`src/rtl/wb_sequencer.sv`:
```
// Multicycle write-back sequencer: finishes one retiring instruction by waiting on memory
// for loads, driving the write-back mux and register-file write port, and signalling completion.
module wb_sequencer #(
    parameter int TIMEOUT    = 16,
    parameter int REG_ADDR_W = 5
) (
    input  logic                  clk,
    input  logic                  reset_n,
    input  logic                  START,
    input  logic [2:0]            WB_CLASS,
    input  logic [REG_ADDR_W-1:0] RD,
    input  logic                  LT_FLAG,
    input  logic                  MEM_READY,
    output logic                  MEM_READ,
    output logic                  MEM_DATA_LOAD,
    output logic [2:0]            SELECT,
    output logic                  REG_WRITE,
    output logic [REG_ADDR_W-1:0] WR_ADDR,
    output logic                  BUSY,
    output logic                  DONE,
    output logic                  ERR
);

    localparam int CNT_W = $clog2(TIMEOUT + 1);

    localparam logic [2:0] CLS_ALU  = 3'b000;
    localparam logic [2:0] CLS_LOAD = 3'b001;
    localparam logic [2:0] CLS_SLT  = 3'b010;
    localparam logic [2:0] CLS_LINK = 3'b011;
    localparam logic [2:0] CLS_NONE = 3'b100;

    localparam logic [2:0] SEL_ALU  = 3'b000;
    localparam logic [2:0] SEL_MEM  = 3'b001;
    localparam logic [2:0] SEL_ONE  = 3'b010;
    localparam logic [2:0] SEL_ZERO = 3'b011;
    localparam logic [2:0] SEL_PC   = 3'b100;

    typedef enum logic [2:0] {
        IDLE     = 3'd0,
        MEM_WAIT = 3'd1,
        WB       = 3'd2,
        FIN      = 3'd3,
        ABORT    = 3'd4
    } state_t;

    state_t                  state_r;
    logic [CNT_W-1:0]        cnt_r;
    logic [2:0]              class_r;
    logic [REG_ADDR_W-1:0]   rd_r;
    logic                    lt_r;
    logic                    mem_read_r;
    logic [2:0]              select_r;
    logic                    reg_write_r;
    logic [REG_ADDR_W-1:0]   wr_addr_r;
    logic                    busy_r;
    logic                    done_r;
    logic                    err_r;

    function automatic logic [2:0] wb_select(input logic [2:0] cls, input logic lt);
        logic [2:0] sel;
        case (cls)
            CLS_ALU:  sel = SEL_ALU;
            CLS_LOAD: sel = SEL_MEM;
            CLS_SLT:  sel = lt ? SEL_ONE : SEL_ZERO;
            CLS_LINK: sel = SEL_PC;
            default:  sel = SEL_ALU;
        endcase
        return sel;
    endfunction

    // Sequencer FSM; outputs are loaded alongside the state they belong to, so they
    // are valid for exactly the cycles that state is held.
    always_ff @(posedge clk or negedge reset_n) begin
        if (!reset_n) begin
            state_r     <= IDLE;
            cnt_r       <= {CNT_W{1'b0}};
            class_r     <= 3'b000;
            rd_r        <= {REG_ADDR_W{1'b0}};
            lt_r        <= 1'b0;
            mem_read_r  <= 1'b0;
            select_r    <= 3'b000;
            reg_write_r <= 1'b0;
            wr_addr_r   <= {REG_ADDR_W{1'b0}};
            busy_r      <= 1'b0;
            done_r      <= 1'b0;
            err_r       <= 1'b0;
        end else begin
            mem_read_r  <= 1'b0;
            select_r    <= 3'b000;
            reg_write_r <= 1'b0;
            wr_addr_r   <= {REG_ADDR_W{1'b0}};
            done_r      <= 1'b0;
            err_r       <= 1'b0;
            case (state_r)
                IDLE: begin
                    if (START) begin
                        class_r <= WB_CLASS;
                        rd_r    <= RD;
                        lt_r    <= LT_FLAG;
                        busy_r  <= 1'b1;
                        case (WB_CLASS)
                            CLS_ALU, CLS_SLT, CLS_LINK: begin
                                state_r     <= WB;
                                select_r    <= wb_select(WB_CLASS, LT_FLAG);
                                reg_write_r <= (RD != {REG_ADDR_W{1'b0}});
                                wr_addr_r   <= RD;
                            end
                            CLS_LOAD: begin
                                state_r    <= MEM_WAIT;
                                cnt_r      <= {CNT_W{1'b0}};
                                mem_read_r <= 1'b1;
                            end
                            CLS_NONE: begin
                                state_r <= FIN;
                                done_r  <= 1'b1;
                            end
                            default: begin
                                state_r <= ABORT;
                                done_r  <= 1'b1;
                                err_r   <= 1'b1;
                            end
                        endcase
                    end else begin
                        state_r <= IDLE;
                        busy_r  <= 1'b0;
                    end
                end
                MEM_WAIT: begin
                    busy_r <= 1'b1;
                    // Ready wins over the timeout on the last allowed wait cycle.
                    if (MEM_READY) begin
                        state_r     <= WB;
                        select_r    <= wb_select(class_r, lt_r);
                        reg_write_r <= (rd_r != {REG_ADDR_W{1'b0}});
                        wr_addr_r   <= rd_r;
                    end else if (cnt_r == CNT_W'(TIMEOUT - 1)) begin
                        state_r <= ABORT;
                        done_r  <= 1'b1;
                        err_r   <= 1'b1;
                    end else begin
                        state_r    <= MEM_WAIT;
                        cnt_r      <= cnt_r + {{(CNT_W-1){1'b0}}, 1'b1};
                        mem_read_r <= 1'b1;
                    end
                end
                WB: begin
                    state_r <= FIN;
                    busy_r  <= 1'b1;
                    done_r  <= 1'b1;
                end
                FIN: begin
                    state_r <= IDLE;
                    busy_r  <= 1'b0;
                end
                ABORT: begin
                    state_r <= IDLE;
                    busy_r  <= 1'b0;
                end
                default: begin
                    state_r <= IDLE;
                    busy_r  <= 1'b0;
                end
            endcase
        end
    end

    // The data-register strobe must land in the very cycle memory reports valid data.
    assign MEM_DATA_LOAD = mem_read_r & MEM_READY;

    assign MEM_READ  = mem_read_r;
    assign SELECT    = select_r;
    assign REG_WRITE = reg_write_r;
    assign WR_ADDR   = wr_addr_r;
    assign BUSY      = busy_r;
    assign DONE      = done_r;
    assign ERR       = err_r;

endmodule

```
`config.mk`:
```
export PLATFORM = sky130hd
export DESIGN_NAME = wb_sequencer
export DESIGN_NICKNAME = d
export VERILOG_FILES = /design/src/rtl/wb_sequencer.sv
export SDC_FILE = /design/constraint.sdc
export NUM_CORES = 1
export LEC_CHECK = 0
export CAP_MARGIN = 20
export CORE_ASPECT_RATIO = 0.9
export CORE_MARGIN = 2
export CORE_UTILIZATION = 30
export DETAILED_ROUTE_END_ITERATION = 16
export GPL_ROUTABILITY_DRIVEN = 0
export SYNTH_ARGS = -nofsm -noshare
export SYNTH_HDL_FRONTEND = slang
export SYNTH_SLANG_ARGS = --single-unit
```
`constraint.sdc`:
```
create_clock -name clk -period 2.8 [get_ports clk]
set_input_delay 0.28 -clock clk [delete_from_list [all_inputs] [get_ports clk]]
set_output_delay 0.28 -clock clk [all_outputs]
set_load 0.02 [all_outputs]
```
==> reports/metrics.yaml, run 1 <==
cts.sinks: 30
ys_seq_area_share_pct: 56.66
grt_first_pass_wirelength_um: 4581
yosys-top-cells-area: "dfrtp_1, nand2_1, a22o_1"
drive_gt1_share_pct: 8.861
gr-usage-all-layers_pct: 12.75
fp-row-count: 22
timing.final.max_slew_violations: 0
core_area_mm2: 0.004156
cts_root_buf: "clkbuf_8"
grt_overflow_total: 0
ys_ff_latch: 30
muxShareOfSynthArea_pct: 1.605
post-cts-setup-buffer-count: 0
yosys_warnings: 0
status: "finished clean"
numCtsBuffers: 5
die_y_um: 67.05
grt_max_degree: 31
hold_slack_ns: 0.3842
synth_edf_count: 0
max_slew.worst_pin.slew_ns: 0.4191
reg2reg_from: "state_r[2]"
fin_worst_skew_ns: 0.006545
avgSynthCellArea_um2: 10.52
wirelength_um: 2721
synthAdderAreaFrac_pct: 1.889
rsz0062_at_grt: "no"
ir_drop_mv: 0.2211
io_buffer_count: 26
fin_crit_sh_pct: 69.88
fp.dieW_um: 74.06
dieArea_mm2: 0.004965
vias: 1020
synthArstFlopShare_pct: 100.0
relSlewSlack_pct: 71.94
syn_to_final_growth_pct: 32.20
worstPathRequired_ns: 2.97
clk_pin_slew_worst_paths_ns: 0.06
ant_nets: 0
synth_cells: 126
criticalPathCategory: "flop to flop"
synth_top_area_share_pct: 56.66
io_pins: 27
synthTopCellsByCount: "dfrtp_1, nand2_1, a22o_1, inv_1, o21ai_0"
synth_nets: 141
drt-vias-per-instance: 4.679
remaining_drc_errors: 0
nets: 173
hp-class: "input port to async pin"
synth.distinct_cells: 34
timing.final.ws_setup_ns: 0.8432
synth_ff_type: "dfrtp_1"
drt_first_pass_iters: 6
synthXorXnorAreaFrac_pct: 0.6610
clockBufferDepth: 2
postCtsResizedCells: 0
cts_max_level: 2
hpwl_um: 1924
grt_antenna_before_repair: 0
cp-end-kind: "flop"
maxCapViolCount: 0
worstPathMaxFanout: 8
synth-compound-area-share_pct: 12.09
worst_r2r_path_depth: 3
final_hold_viol_count: 0
synth_area_mm2: 0.001325
start_kind: "flop"
dpl_worst_slack_ns: 0.6454
clock_latency_ns: 0.28
wl_per_cell_um: 12.48
start_util_pct: 31.88
setup_viol: 0
power_density_mw_per_mm2: 870.6
regToRegSetupSlack_ns: 0.84
yosysMostFrequentCell: "dfrtp_1"
min_period_ns: 1.957
grt_pass1_vias: 992
leakagePower_uw: 0.0007676
synth-simple-area-share_pct: 23.80
antennaDiodeCount: 0
drtIter0Drc: 50
tns_ns: 0
holdBufCountCts: 0
yosysTopAreaCell: "dfrtp_1"
cts_tree: "yes"
synth_top_family_by_area: "simple AND/OR/NAND/NOR gates"
regToRegEndpoint: "cnt_r[1]"
fmax_ghz: 0.5110
cp.arrival_ns: 2.12
==> metrics by stage <==
stage          std cells  cell area, um2  total power [uW]  util (%)
6_report             218            1752              1525     42.14
5_1_grt              218            1752              1633     42.14
4_1_cts              218            1752              1539     42.14
3_5_place_dp         211            1675              1214     40.31
3_3_place_gp         211            1675              1199     40.31
2_1_floorplan        126            1325             995.8         -
==> power breakdown <==
part / leakage, uW / switching (uW) / internal (uW)
registers: 0.000391 / 113 / 582
logic: 0.000338 / 259 / 253
clock network: 0.0000383 / 149 / 170
total: 0.000768 / 520 / 1010
==> per-layer routing <==
layer  GRT usage, %  share of wire, %  vias up
li1               -                 -      504
met5              0                 0        -
met4          7.955               2.7        0
met2          19.75                47       24
met3          4.841               4.5        7
met1          14.73                46      485
==> cells in the final DEF, fill, tap and decap left out, types with 3 or more instances in the layout <==
cell and count:
clkbuf_8 5, nor3_1 5, dfrtp_1 30, nor2_1 4
nand3b_1 3, clkdlybuf4s50_1 26, nand2b_1 3, nand2_1 26
buf_4 4, or3_1 3, inv_1 6, o21ai_0 6
a22o_1 6, a21oi_1 3
==> cells by family (layout without fill, tap and decap cells) <==
logic type               count (synthesis)  in the layout
AND/OR/NAND/NOR                         58             58
flip-flops                              30             30
AO/OA/AOI/OAI                           22             22
buffers and inverters                   11             43
adder cells (fa/ha/maj)                  2              2
multiplexers                             2              2
XOR/XNOR                                 1              1
==> registers in the layout (all words and copies together) (netlist names) <==
name and cells:
cnt_r 5, SELECT 3, ERR 1, lt_r 1
DONE 1, class_r 3, rd_r 5, WR_ADDR 5
state_r 3, MEM_READ 1, REG_WRITE 1, BUSY 1
==> worst max-delay path, stage by stage (launching register included) <==
cell,delay [ns]
dfrtp_1,0.45
or4b_1,0.61
o32ai_2,0.41
mux2_1,0.36
==> cell type report <==
| type | instances | area (um2) |
|---|---|---|
| multi-input combinational | 85 | 536.8 |
| inverter | 6 | 22.52 |
| fill | 384 | 2405 |
| tap | 60 | 75.07 |
| timing repair buffer | 30 | 290.3 |
| sequential | 30 | 750.7 |
| clock buffer | 7 | 76.32 |
==> worst max-delay path by stage <==
stage,start,to
floorplan,cnt_r[0],cnt_r[4]
global route,state_r[2],cnt_r[1]
global placement,START,cnt_r[1]
finish,state_r[2],cnt_r[1]
detailed placement,START,cnt_r[1]
CTS,state_r[2],cnt_r[1]
Note: power is estimated with default switching activity, not from simulation.
==> inputs of run 2 (changes only) <==
- clock period: 2.8 -> 2 ns (I/O delays scaled with it)
==> run 2 against run 1 <==
Effect of this change: routed wire length is 3.7% higher; highest routed layer unchanged; first-iteration DRC count up 100%; die area unchanged; global-route usage is 0.38 points higher; clock-buffer cell count down 1; critical path depth grew 2; final cell count is 3.2% higher; clock power grew 140%; non-clock buffer count rose by 6; maximum frequency rose by 2.5%.
==> reports/metrics.yaml, run 2 (same netlist as run 1, synthesis figures left out) <==
cts.sinks: 30  # unchanged
wirelength_um: 2823  # was 2721 um
hp-class: "input port to async pin"  # unchanged
grt_antenna_before_repair: 0  # unchanged
holdBufCountCts: 0  # unchanged
crit_chain: "ha_1, and3_1, ha_1, or4b_2, mux2i_1"  # was or4b_1, o32ai_2, mux2_1
die_y_um: 67.05  # unchanged
cp-end-kind: "flop"  # unchanged
wl_per_cell_um: 12.55  # was 12.48 um
ant_nets: 0  # unchanged
relSlewSlack_pct: 74.27  # was 71.94%
remaining_drc_errors: 0  # unchanged
maxCapViolCount: 0  # unchanged
fill_cells: 370  # was 384
clock_latency_ns: 0.28  # about the same
grt_pass1_vias: 1082  # was 992
hpwl_um: 2024  # was 1924 um
dieArea_mm2: 0.004965  # unchanged
ir_drop_mv: 0.3372  # was 0.2211 mV
leakagePower_uw: 0.0008308  # was 0.0007676 uW
slowest_stage: "or4b_2"  # was or4b_1
io_pins: 27  # unchanged
syn_to_final_growth_pct: 40.60  # was 32.20%
clockBufferDepth: 2  # unchanged
timing.final.max_slew_violations: 0  # unchanged
fin_crit_sh_pct: 95.50  # was 69.88%
reg2reg_from: "cnt_r[0]"  # was state_r[2]
worstPathMaxFanout: 4  # was 8
fp-row-count: 22  # unchanged
drt_first_pass_iters: 5  # was 6
status: "finished clean"  # unchanged
cts_root_buf: "clkbuf_8"  # unchanged
rsz0062_at_grt: "no"  # unchanged
drtIter0Drc: 100  # was 50
layout_common_cells: "dfrtp_1, nand2_1, clkdlybuf4s50_1"  # unchanged
cp_common_cell: "ha_1"
cp.arrival_ns: 2.12  # about the same
cts_tree: "yes"  # unchanged
start_kind: "flop"  # unchanged
nets: 179  # was 173
vias: 1071  # was 1020
fin_area_mm2: 0.001863  # was 0.001752 mm2
setup_viol: 0  # unchanged
core_area_mm2: 0.004156  # unchanged
worst_r2r_path_depth: 5  # was 3
final_hold_viol_count: 0  # unchanged
worstPathRequired_ns: 2.21  # was 2.97 ns
gr-usage-all-layers_pct: 13.13  # was 12.75%
grt_max_degree: 31  # unchanged
fmax_ghz: 0.5236  # was 0.5110 GHz
drt-vias-per-instance: 4.760  # was 4.679
max_stage_delay_ns: 0.61  # about the same
criticalPathCategory: "flop to flop"  # unchanged
critPathLaunch: "cnt_r[0]"  # was state_r[2]
start_util_pct: 31.88  # unchanged
min_period_ns: 1.910  # was 1.957 ns
postCtsResizedCells: 0  # unchanged
layout_commonest_cell: "dfrtp_1"  # unchanged
post-cts-setup-buffer-count: 0  # unchanged
antennaDiodeCount: 0  # unchanged
power_density_mw_per_mm2: 1334  # was 870.6 mW/mm2
fin_worst_skew_ns: 0.005586  # was 0.006545 ns
grt_first_pass_wirelength_um: 4871  # was 4581 um
dpl-instance-area_mm2: 0.001720  # was 0.001675 mm2
max_slew.worst_pin.slew_ns: 0.3859  # was 0.4191 ns
cts_max_level: 2  # unchanged
hold_slack_ns: 0.3021  # was 0.3842 ns
grt_overflow_total: 0  # unchanged
numCtsBuffers: 5  # unchanged
drive_gt1_share_pct: 13.94  # was 8.861%
fp.dieW_um: 74.06  # unchanged
clk_pin_slew_worst_paths_ns: 0.07  # was 0.06 ns
io_buffer_count: 26  # unchanged
[run 2: cell count changes in the layout (fill, tap and decap cells not counted), sizes merged]
cell,delta
buf,+6
bufinv,+2
clkbuf,-1
[run 2: layout make-up]
cell class	instances	area (um2)	share of cell area [%]
Tap cell	60	75.07	4.030
Inverter	6	22.52	1.209
Sequential cell	30	750.7	40.30
Timing Repair Buffer	36	335.3	18.00
Multi-Input combinational cell	85	536.8	28.81
Clock inverter	2	60.06	3.224
Clock buffer	6	82.58	4.432
[run 2: metal layers]
| layer | wire (um) | global-route usage [%] |
|---|---|---|
| met1 | 1166 | 15.00 |
| met2 | 1422 | 21.43 |
| met3 | 148 | 3.328 |
| met4 | 86 | 8.864 |
| met5 | 0 | 0 |
[run 2: critical path: cells and delay by family, from the launching register on]
family | cells | cell delay (ns)
fa+ha+maj | 2 | 0.48
flops | 1 | 0.41
mux | 1 | 0.15
simple gates | 2 | 0.80
[run 2: power by group]
group	total, uW	internal, uW	leakage, uW	switching (uW)
registers	960	814	0.000391	146
logic	765	384	0.000368	382
clock network	759	531	0.0000714	228
total	2480	1730	0.000831	756
[run 2: final timing paths]
path                                  to  slack (ns)
worst min-delay path            cnt_r[4]        0.30
worst max-delay path            cnt_r[4]        0.09
worst min register to register      lt_r        0.48
max in group asynchronous       cnt_r[2]        1.40
worst max register to register  cnt_r[4]        0.09
min in group clk                    lt_r        0.48
[run 2: through the flow]
step                 TNS (ns)  worst slack (ns)  instances  utilization [%]  total power, uW
global placement            0           0.04119        217            41.39             1717
global route                0           0.01662        225            44.82             2641
detailed placement  -0.005656         -0.005656        217            41.39             1741
finish                      0           0.09006        225            44.82             2485
CTS                         0           0.08393        225            44.82             2510
floorplan                   0            0.1951        126                -             1394
==> inputs of run 3 (changes only) <==
- clock period: 2 -> 2.45 ns (I/O delays scaled with it)
==> run 3 against run 2 <==
Effect of this change: power down 30%; worst setup slack better by 0.42 ns; clock power down 52%; global-route usage up 0.33 points; routed wire length down 1.5%; critical endpoint is now cnt_r[1]; critical path depth down 2; maximum frequency down 1.4%; register-to-register slack better by 0.42 ns; critical path type unchanged; design area down 5.4%.
==> reports/metrics.yaml, run 3 (same netlist as run 1, synthesis figures left out) <==
maxCapViolCount: 0  # unchanged
grt_first_pass_wirelength_um: 4899  # was 4871 um
gr-usage-all-layers_pct: 13.46  # was 13.13%
timing.final.max_slew_violations: 0  # unchanged
grt_antenna_before_repair: 0  # unchanged
remaining_drc_errors: 0  # unchanged
path_buf_inv: 0  # unchanged
postCtsResizedCells: 0  # unchanged
timing.final.ws_setup_ns: 0.5123  # was 0.09006 ns
max_slew.worst_pin.slew_ns: 0.4201  # was 0.3859 ns
worstPathMaxFanout: 9  # was 4
relSlewSlack_pct: 71.87  # was 74.27%
cts_max_level: 2  # unchanged
status: "finished clean"  # unchanged
cts_root_buf: "clkbuf_8"  # unchanged
reg2reg_from: "state_r[1]"  # was cnt_r[0]
criticalPathCategory: "flop to flop"  # unchanged
drt_first_pass_iters: 4  # was 5
die_y_um: 67.05  # unchanged
cp-end-kind: "flop"  # unchanged
final_hold_viol_count: 0  # unchanged
fin_worst_skew_ns: 0.006995  # was 0.005586 ns
crit_cells: 3  # was 5
ir_drop_mv: 0.2629  # was 0.3372 mV
fin_crit_sh_pct: 79.09  # was 95.50%
vias: 1036  # was 1071
final_util_pct: 42.38  # was 44.82%
nets: 174  # was 179
tns_ns: 0  # unchanged
dieArea_mm2: 0.004965  # unchanged
fp-row-count: 22  # unchanged
io_pins: 27  # unchanged
crit_chain: "or4b_1, o32ai_2, mux2_1"  # was ha_1, and3_1, ha_1, or4b_2, mux2i_1
drtIter0Drc: 108  # was 100
min_period_ns: 1.938  # was 1.910 ns
start_kind: "flop"  # unchanged
ant_nets: 0  # unchanged
critical_path.top_delay_family: "simple AND/OR/NAND/NOR gates"  # unchanged
start_util_pct: 31.88  # unchanged
core_area_mm2: 0.004156  # unchanged
max_stage_delay_ns: 0.58  # was 0.61 ns
worstPathRequired_ns: 2.61  # was 2.21 ns
post-cts-setup-buffer-count: 0  # unchanged
clock_latency_ns: 0.28  # about the same
clockBufferDepth: 2  # unchanged
wirelength_um: 2780  # was 2823 um
fill_cells: 418  # was 370
slowest_stage: "or4b_1"  # was or4b_2
clk_pin_slew_worst_paths_ns: 0.06  # was 0.07 ns
cts_tree: "yes"  # unchanged
cts.sinks: 30  # unchanged
numCtsBuffers: 5  # unchanged
regToRegSetupSlack_ns: 0.51  # was 0.09 ns
setup_viol: 0  # unchanged
grt_pass1_vias: 1073  # was 1082
power_density_mw_per_mm2: 992.8  # was 1334 mW/mm2
dpl_worst_slack_ns: 0.3414  # was -0.005656 ns
drt-vias-per-instance: 4.731  # was 4.760
antennaDiodeCount: 0  # unchanged
drive_gt1_share_pct: 10.69  # was 13.94%
cp.arrival_ns: 2.10  # was 2.12 ns
holdBufCountCts: 0  # unchanged
grt_max_degree: 31  # unchanged
wl_per_cell_um: 12.69  # was 12.55 um
syn_to_final_growth_pct: 32.96  # was 40.60%
rsz0062_at_grt: "no"  # unchanged
io_buffer_count: 26  # unchanged
hpwl_um: 2016  # was 2024 um
grt_overflow_total: 0  # unchanged
leakagePower_uw: 0.0007779  # was 0.0008308 uW
layout_commonest_cell: "dfrtp_1"  # unchanged
regToRegEndpoint: "cnt_r[1]"  # was cnt_r[4]
fp.dieW_um: 74.06  # unchanged
layout_common_cells: "dfrtp_1, nand2_1, clkdlybuf4s50_1"  # unchanged
worst_r2r_path_depth: 3  # was 5
hp-class: "input port to async pin"  # unchanged
fmax_ghz: 0.5161  # was 0.5236 GHz
## run 3: area by class of cell
class / instances / area (um2) / share of cell area (%)
sequential: 30 / 750.7 / 42.61
clock inverter: 2 / 10.01 / 0.5682
inverter: 6 / 22.52 / 1.278
tap: 60 / 75.07 / 4.261
multi-input combinational: 85 / 536.8 / 30.47
timing repair buffer: 31 / 297.8 / 16.90
clock buffer: 5 / 68.82 / 3.906
## run 3: worst reg2reg max path, delay by kind of cell, from the launching register on
kind               cells  cell delay, ns
DFF                    1            0.48
AOI/OAI and AO/OA      1            0.40
muxes                  1            0.37
and+or+nand+nor        1            0.58
## run 3: power by group
| group | switching (uW) | internal [uW] | total [uW] |
|---|---|---|---|
| clock network | 174 | 190 | 364 |
| registers | 130 | 665 | 795 |
| logic | 300 | 290 | 590 |
| total | 605 | 1140 | 1750 |
## run 3: worst max path at each step
stage                    start  slack, ns        to
finish              state_r[1]       0.51  cnt_r[1]
global route          cnt_r[0]       0.41  cnt_r[4]
CTS                 state_r[1]       0.51  cnt_r[1]
detailed placement       START       0.34  cnt_r[1]
global placement         START       0.37  cnt_r[1]
floorplan             cnt_r[0]       0.65  cnt_r[4]
## run 3: per-layer routing
layer  up-vias  track usage (%)  share of wire [%]
met4         0            6.136                2.5
met1       500            15.31                 44
met2        22            22.66                 50
li1        505                -                  -
met3         9            4.539                3.8
met5         -                0                  0
## run 3: through the flow
stage	cells	cell area, um2	hold WS [ns]	power, uW
6_report	219	1762	0.3437	1749
5_1_grt	219	1762	0.3960	1886
3_5_place_dp	212	1683	0.4907	1400
2_1_floorplan	126	1325	-0.05059	1138
4_1_cts	219	1762	0.3582	1769
3_3_place_gp	212	1683	0.4653	1374
